File: config.mk
export PLATFORM = sky130hd
export DESIGN_NAME = if_prefetch_queue
export DESIGN_NICKNAME = d
export VERILOG_FILES = /design/src/rtl/if_prefetch_queue.sv
export SDC_FILE = /design/constraint.sdc
export NUM_CORES = 1
export LEC_CHECK = 0
export BUFFER_PORTS_ARGS = -buffer_cell sky130_fd_sc_hd__buf_2
export CORE_ASPECT_RATIO = 0.6
export CORE_MARGIN = 10
export CORE_UTILIZATION = 55
export CTS_BUF_LIST = sky130_fd_sc_hd__clkbuf_2
export DETAILED_ROUTE_END_ITERATION = 12
export PLACE_DENSITY = 0.75
export SYNTH_ARGS = -nofsm -noshare
export SYNTH_HDL_FRONTEND = slang
export SYNTH_HIERARCHICAL = 1
export SYNTH_SLANG_ARGS = --single-unit
File: constraint.sdc
create_clock -name clk -period 2.6 [get_ports clk]
set_clock_uncertainty 0.1 [all_clocks]
set_input_delay 0.13 -clock clk [delete_from_list [all_inputs] [get_ports clk]]
set_output_delay 0.13 -clock clk [all_outputs]
set_load 0.01 [all_outputs]
File: src/rtl/if_prefetch_queue.sv
// Instruction-fetch prefetch queue.
// Owns the fetch PC, issues one outstanding word read at a time over a req/ack
// handshake, and buffers up to DEPTH fetched words (with PC+4) for the IF/ID
// register behind a valid/ready interface. A redirect flushes the queue and
// restarts fetch; a read already on the bus is drained (DROP) before refetching.

// One queue slot: instruction word plus its PC+4.
module if_pq_entry (
  input  logic        clk,
  input  logic        rst,
  input  logic        we,
  input  logic [31:0] d_data,
  input  logic [31:0] d_pc4,
  output logic [31:0] q_data,
  output logic [31:0] q_pc4
);

  // Slot storage, cleared on reset, written on push to this slot.
  always_ff @(posedge clk or negedge rst) begin
    if (!rst) begin
      q_data <= '0;
      q_pc4  <= '0;
    end else if (we) begin
      q_data <= d_data;
      q_pc4  <= d_pc4;
    end
  end

endmodule

module if_prefetch_queue #(
  parameter int          DEPTH    = 4,
  parameter int          AW       = 10,
  parameter logic [31:0] RESET_PC = 32'h0000_3000
) (
  input  logic                     clk,
  input  logic                     rst,
  input  logic                     redirect,
  input  logic [31:0]              redirect_pc,
  output logic                     mem_req,
  output logic [AW-1:0]            mem_addr,
  input  logic                     mem_ack,
  input  logic [31:0]              mem_rdata,
  output logic                     inst_valid,
  output logic [31:0]              inst_data,
  output logic [31:0]              inst_pc4,
  input  logic                     inst_ready,
  output logic [$clog2(DEPTH):0]   count
);

  localparam int PW = $clog2(DEPTH);
  localparam int CW = PW + 1;

  typedef enum logic [1:0] {IDLE, REQ, DROP} state_t;

  state_t              state, state_nx;
  logic [31:0]         fetch_pc, fetch_pc_nx;
  logic [AW-1:0]       hold_addr, hold_addr_nx;
  logic [31:0]         rpc;
  logic [CW-1:0]       post_cnt;
  logic                push, pop;
  logic [PW-1:0]       wr_ptr, rd_ptr;

  logic [DEPTH-1:0][31:0] ent_data;
  logic [DEPTH-1:0][31:0] ent_pc4;

  // Low PC bits of the redirect target are not part of the word address.
  logic unused_rpc_lo;
  assign unused_rpc_lo = ^redirect_pc[1:0];
  assign rpc           = {redirect_pc[31:2], 2'b00};

  assign inst_valid = (count != '0);
  // A pop in a redirect cycle is void: the consumer flushes on the same redirect.
  assign pop        = inst_valid & inst_ready & ~redirect;
  // Occupancy after this cycle if a push happens now.
  assign post_cnt   = count + CW'(1) - CW'(pop);

  // While draining an abandoned read, the bus address must stay on the old word.
  assign mem_addr   = (state == DROP) ? hold_addr : fetch_pc[AW+1:2];

  // Next-state, fetch PC update, push strobe and bus request.
  always_comb begin
    state_nx     = state;
    fetch_pc_nx  = fetch_pc;
    hold_addr_nx = hold_addr;
    push         = 1'b0;
    mem_req      = 1'b0;
    case (state)
      IDLE: begin
        if (redirect) begin
          fetch_pc_nx = rpc;
          state_nx    = REQ;
        end else if (count < CW'(DEPTH)) begin
          state_nx = REQ;
        end
      end
      REQ: begin
        mem_req = 1'b1;
        if (redirect) begin
          fetch_pc_nx = rpc;
          if (!mem_ack) begin
            hold_addr_nx = fetch_pc[AW+1:2];
            state_nx     = DROP;
          end
        end else if (mem_ack) begin
          push        = 1'b1;
          fetch_pc_nx = fetch_pc + 32'd4;
          state_nx    = (post_cnt < CW'(DEPTH)) ? REQ : IDLE;
        end
      end
      DROP: begin
        mem_req = 1'b1;
        if (redirect) fetch_pc_nx = rpc;
        if (mem_ack)  state_nx    = REQ;
      end
      default: state_nx = IDLE;
    endcase
  end

  // FSM state, fetch PC and held DROP address.
  always_ff @(posedge clk or negedge rst) begin
    if (!rst) begin
      state     <= IDLE;
      fetch_pc  <= RESET_PC;
      hold_addr <= '0;
    end else begin
      state     <= state_nx;
      fetch_pc  <= fetch_pc_nx;
      hold_addr <= hold_addr_nx;
    end
  end

  // Circular pointers and occupancy; redirect clears everything.
  always_ff @(posedge clk or negedge rst) begin
    if (!rst) begin
      wr_ptr <= '0;
      rd_ptr <= '0;
      count  <= '0;
    end else if (redirect) begin
      wr_ptr <= '0;
      rd_ptr <= '0;
      count  <= '0;
    end else begin
      if (push) wr_ptr <= wr_ptr + PW'(1);
      if (pop)  rd_ptr <= rd_ptr + PW'(1);
      case ({push, pop})
        2'b10:   count <= count + CW'(1);
        2'b01:   count <= count - CW'(1);
        default: count <= count;
      endcase
    end
  end

  for (genvar g = 0; g < DEPTH; g++) begin : g_ent
    if_pq_entry u_ent (
      .clk    (clk),
      .rst    (rst),
      .we     (push && (wr_ptr == PW'(g))),
      .d_data (mem_rdata),
      .d_pc4  (fetch_pc + 32'd4),
      .q_data (ent_data[g]),
      .q_pc4  (ent_pc4[g])
    );
  end

  assign inst_data = ent_data[rd_ptr];
  assign inst_pc4  = ent_pc4[rd_ptr];

endmodule

==> results.yml <==
run_status:
  run_status: "finished with violations"
  failed_checks: "negative setup slack"
finish:
  design.final.nets: 1422
  nFillCells: 1851
  multi_input_gate_area_um2: 7345
  layout.core_utilization_pct: 70.07
  area_delta_synth_final_pct: 24.44
  fraction_of_final_layout_cells_sized_beyond_drive_strength_1_pct: 49.50
  sequential_cell_area_um2: 7645
global_routing:
  initial_antenna_violation_count: 1
  grt.overflow.total: 0
  vias_in_the_first_global_route: 10850
  gr-usage-all-layers_pct: 22.01
  maximum_number_of_pins_on_one_net_before_global_route_repair: 74
  grt_first_pass_wirelength_um: 62200
routing:
  dr.first_iter.drc_count: 891
  drt-total-wl_um: 39000
  avgViaCountPerCell: 5.612
  wl_per_cell_um: 22.14
  detail_route.first_pass.iterations: 5
  vias: 9888
  detail_route_antenna_nets: 0
  drt_drc_violations_left: 0
clocking:
  clkTransAtPathRegs_ps: 110
  tritoncts: "yes"
  clock_sink_count: 305
  clock_tree.htree_level_count: 3
  cts_inserted_buffers: 73
  cts_root_buffer: "sky130_fd_sc_hd__clkbuf_2"
  cts_max_path_buffers: 3
  clk_latency_ps: 920
logic_synthesis:
  synthesis.yosys.warnings: 6
  fraction_of_registers_with_async_set_reset_pct: 100.0
  synth.most_common_cell: "sky130_fd_sc_hd__dfrtp_1"
  largest_family_of_logic_cells_by_synthesized_area: "multiplexers"
  post_synth_inst_count: 998
  post-synth-top-area-fraction_pct: 48.51
  seq_area_frac_synth_pct: 48.85
  syn_area_um2: 15630
  netlist_top_cells_count: "303 x sky130_fd_sc_hd__dfrtp_1, 240 x sky130_fd_sc_hd__mux2_4, 64 x sky130_fd_sc_hd__mux4_2"
  synthFlopType: "sky130_fd_sc_hd__dfrtp_1"
  yosys_register_bits: 305
  yosys.area_share.adder_pct: 0.9606
  synth_edf_count: 0
  synthSimpleGateAreaFrac_pct: 4.363
  synth.largest_area_cell: "sky130_fd_sc_hd__dfrtp_1"
  area_fraction_in_compound_gates_after_synthesis_pct: 4.099
  syn_area_per_cell_um2: 15.66
  post_synth_mux_area_share_pct: 34.92
  ys_types: 53
  synth_xor_xnor_area_share_pct: 1.905
  yosys-top-cells-area: "sky130_fd_sc_hd__dfrtp_1 49%, sky130_fd_sc_hd__mux2_4 23%, sky130_fd_sc_hd__mux4_2 9.2%"
sta:
  slew_viol_final: 0
  fmax_ghz: 0.3788
  final.min_clock_period_ps: 2640
  setup_repair_after_global_routing_missed_its_margin: "yes"
  worst_slack_ps: -39.77
  slew_headroom_pct: 60.87
  tns_ps: -433.3
  worst-slew-pin-transition_ps: 582.8
  finalCritPeriodShare_pct: 101.5
  report.final.setup_viol: 27
  hold_viol: 0
power_and_ir_drop:
  combinationalPowerShare_pct: 48.5
  power_density_over_the_cells_nw_per_um2: 1113
  power.switching_fraction_pct: 35.12
  p_total_mw: 21.65
  cell_internal_pwr_mw: 14.05
  p_leak_nw: 8.867
  peakVddDrop_uv: 553.0
  share_seq_of_total_power_pct: 36.6
  power.net_switching_mw: 7.604
  pwr-share-clk_pct: 14.9
floorplan:
  area_of_the_core_um2: 27760
  ioPinCount: 148
  chipHeight_um: 150.6
  floorplan.die.width_um: 237.6
  start_util_pct: 56.31
  floorplan.die_area_um2: 35780
  rows: 47
placement:
  gp_congestion: 0.8603
  dp_wirelength_um: 23190
  port_buffers: 145
critical_path:
  worstSetupStartpointType: "flip-flop"
  cp_data_arrival_time_ps: 2410
  timing_worst_setup_path_type: "reg2out"
  critPathCaptureType: "output pin"
  worst_path_max_fanout: 6
  worstPathRequired_ps: 2370
flow_run:
  max-cap-violations: 0
worst_hold_path:
  hold_path.class: "in2reg"
-- logic make-up (layout without fill, tap and decap cells) --
kind of cell             count (synthesis)  after routing
flip-flops                             305            305
other                                    1              9
buffers and inverters                   85            474
multiplexers                           341            341
AO/OA/AOI/OAI                          101            101
adder cells (fa/ha/maj)                 12             12
XOR/XNOR                                34             34
AND/OR/NAND/NOR                        119            119
-- area by class of cell --
class                      count  share of cell area, %
sequential                   305                  39.31
multi-input combinational    615                  37.76
timing repair buffer         333                  16.94
clock buffer                 114                  2.933
tap                          367                  2.361
clock inverter                14                 0.4246
inverter                      13                 0.2638
antenna                        1                0.01287
-- state kept, by name (all words and copies together), names as in the netlist --
register and flops:
wr_ptr 2, state 2, rd_ptr 2, fetch_pc 30
hold_addr 10, count 3, g_ent.u_ent/q_data 128, g_ent.u_ent/q_pc4 128
-- routing by layer --
| layer | up-vias | routed length, µm | share of wire [%] | track usage, % |
|---|---|---|---|---|
| li1 | 4409 | - | - | - |
| met3 | 69 | 1950 | 5.0 | 5.276 |
| met4 | 0 | 800 | 2.1 | 6.892 |
| met1 | 5115 | 17720 | 45 | 29.85 |
| met5 | - | 0 | 0 | 0 |
| met2 | 295 | 18530 | 48 | 34.58 |
-- cell usage in the layout, fill, tap and decap left out, types with 3 or more instances in the layout --
| cell type | count |
|---|---|
| sky130_fd_sc_hd__xor2_1 | 5 |
| sky130_fd_sc_hd__a21oi_1 | 35 |
| sky130_fd_sc_hd__o22ai_1 | 22 |
| sky130_fd_sc_hd__mux2i_1 | 3 |
| sky130_fd_sc_hd__xnor2_1 | 25 |
| sky130_fd_sc_hd__buf_8 | 4 |
| sky130_fd_sc_hd__dlygate4sd3_1 | 132 |
| sky130_fd_sc_hd__mux2_2 | 33 |
| sky130_fd_sc_hd__nand2b_1 | 3 |
| sky130_fd_sc_hd__nor2_1 | 13 |
| sky130_fd_sc_hd__and4_1 | 4 |
| sky130_fd_sc_hd__buf_16 | 3 |
| sky130_fd_sc_hd__clkinv_2 | 3 |
| sky130_fd_sc_hd__a2bb2oi_1 | 19 |
| sky130_fd_sc_hd__conb_1 | 8 |
| sky130_fd_sc_hd__dfrtp_1 | 299 |
| sky130_fd_sc_hd__clkbuf_16 | 3 |
| sky130_fd_sc_hd__and2_4 | 4 |
| sky130_fd_sc_hd__xnor2_2 | 4 |
| sky130_fd_sc_hd__and3_1 | 3 |
| sky130_fd_sc_hd__buf_12 | 25 |
| sky130_fd_sc_hd__nand3_2 | 3 |
| sky130_fd_sc_hd__nand2_1 | 48 |
| sky130_fd_sc_hd__buf_4 | 17 |
| sky130_fd_sc_hd__buf_2 | 88 |
| sky130_fd_sc_hd__o21ai_0 | 10 |
| sky130_fd_sc_hd__mux4_2 | 64 |
| sky130_fd_sc_hd__mux2_4 | 241 |
| sky130_fd_sc_hd__clkbuf_2 | 114 |
| sky130_fd_sc_hd__nand3_1 | 9 |
| sky130_fd_sc_hd__buf_6 | 61 |
| sky130_fd_sc_hd__inv_1 | 12 |
| sky130_fd_sc_hd__ha_1 | 11 |
| sky130_fd_sc_hd__nand4_1 | 13 |
| sky130_fd_sc_hd__clkinv_1 | 10 |
-- power groups by stage --
stage / clock (mW) / combinational, mW / sequential [mW]
floorplan: 0 / 6.62 / 7.35
global placement: 0 / 8.44 / 7.91
detailed placement: 0 / 8.66 / 7.98
CTS: 3.33 / 10.1 / 7.86
global route: 3.58 / 11.2 / 8.16
finish: 3.23 / 10.5 / 7.92
-- repair_timing --
item | in CTS | in global routing
gates resized for setup | 75 | 32
hold endpoints to repair | 482 | 0
cloned | 4 | 3
setup endpoints to repair | 74 | 88
setup buffers | 13 | 1
hold buffers | 134 | 0
-- metrics by stage --
stage | hold slack, ps | worst slack (ps) | instance area [µm²] | instances
2_1_floorplan | -265.6 | 533.5 | 15660 | 1005
3_3_place_gp | 76.15 | 281.5 | 16700 | 1481
3_5_place_dp | 83.21 | 239.0 | 16700 | 1481
4_1_cts | 0.4613 | -181.9 | 19270 | 1760
5_1_grt | 71.95 | -179.3 | 19450 | 1762
6_report | 97.40 | -39.77 | 19450 | 1762
-- critical path, cell delays in order, from the launching register on --
cell,delay (ps)
sky130_fd_sc_hd__dfrtp_4,470
sky130_fd_sc_hd__buf_12,170
sky130_fd_sc_hd__buf_8,130
sky130_fd_sc_hd__mux4_2,560
sky130_fd_sc_hd__buf_6,150
-- worst paths after layout --
| check | start | to | slack (ps) | depth (start not counted) |
|---|---|---|---|---|
| max | rd_ptr[0]$_DFFE_PN0P_ | inst_pc4[18] | -40 | 4 |
| min | redirect_pc[31] | fetch_pc[31]$_DFFE_PN0P_ | 100 | 5 |
| max reg2reg | fetch_pc[3]$_DFFE_PN0P_ | g_ent[1].u_ent/q_pc4[28]$_DFFE_PN0P_ | 110 | 6 |
| min reg2reg | hold_addr[3]$_DFFE_PN0P_ | hold_addr[3]$_DFFE_PN0P_ | 410 | 1 |
| max in group asynchronous | rst | g_ent[3].u_ent/q_pc4[7]$_DFFE_PN0P_ | 1680 | 4 |
| min in group asynchronous | rst | g_ent[0].u_ent/q_data[9]$_DFFE_PN0P_ | 320 | 4 |
Power figures use the tool's default switching activity.
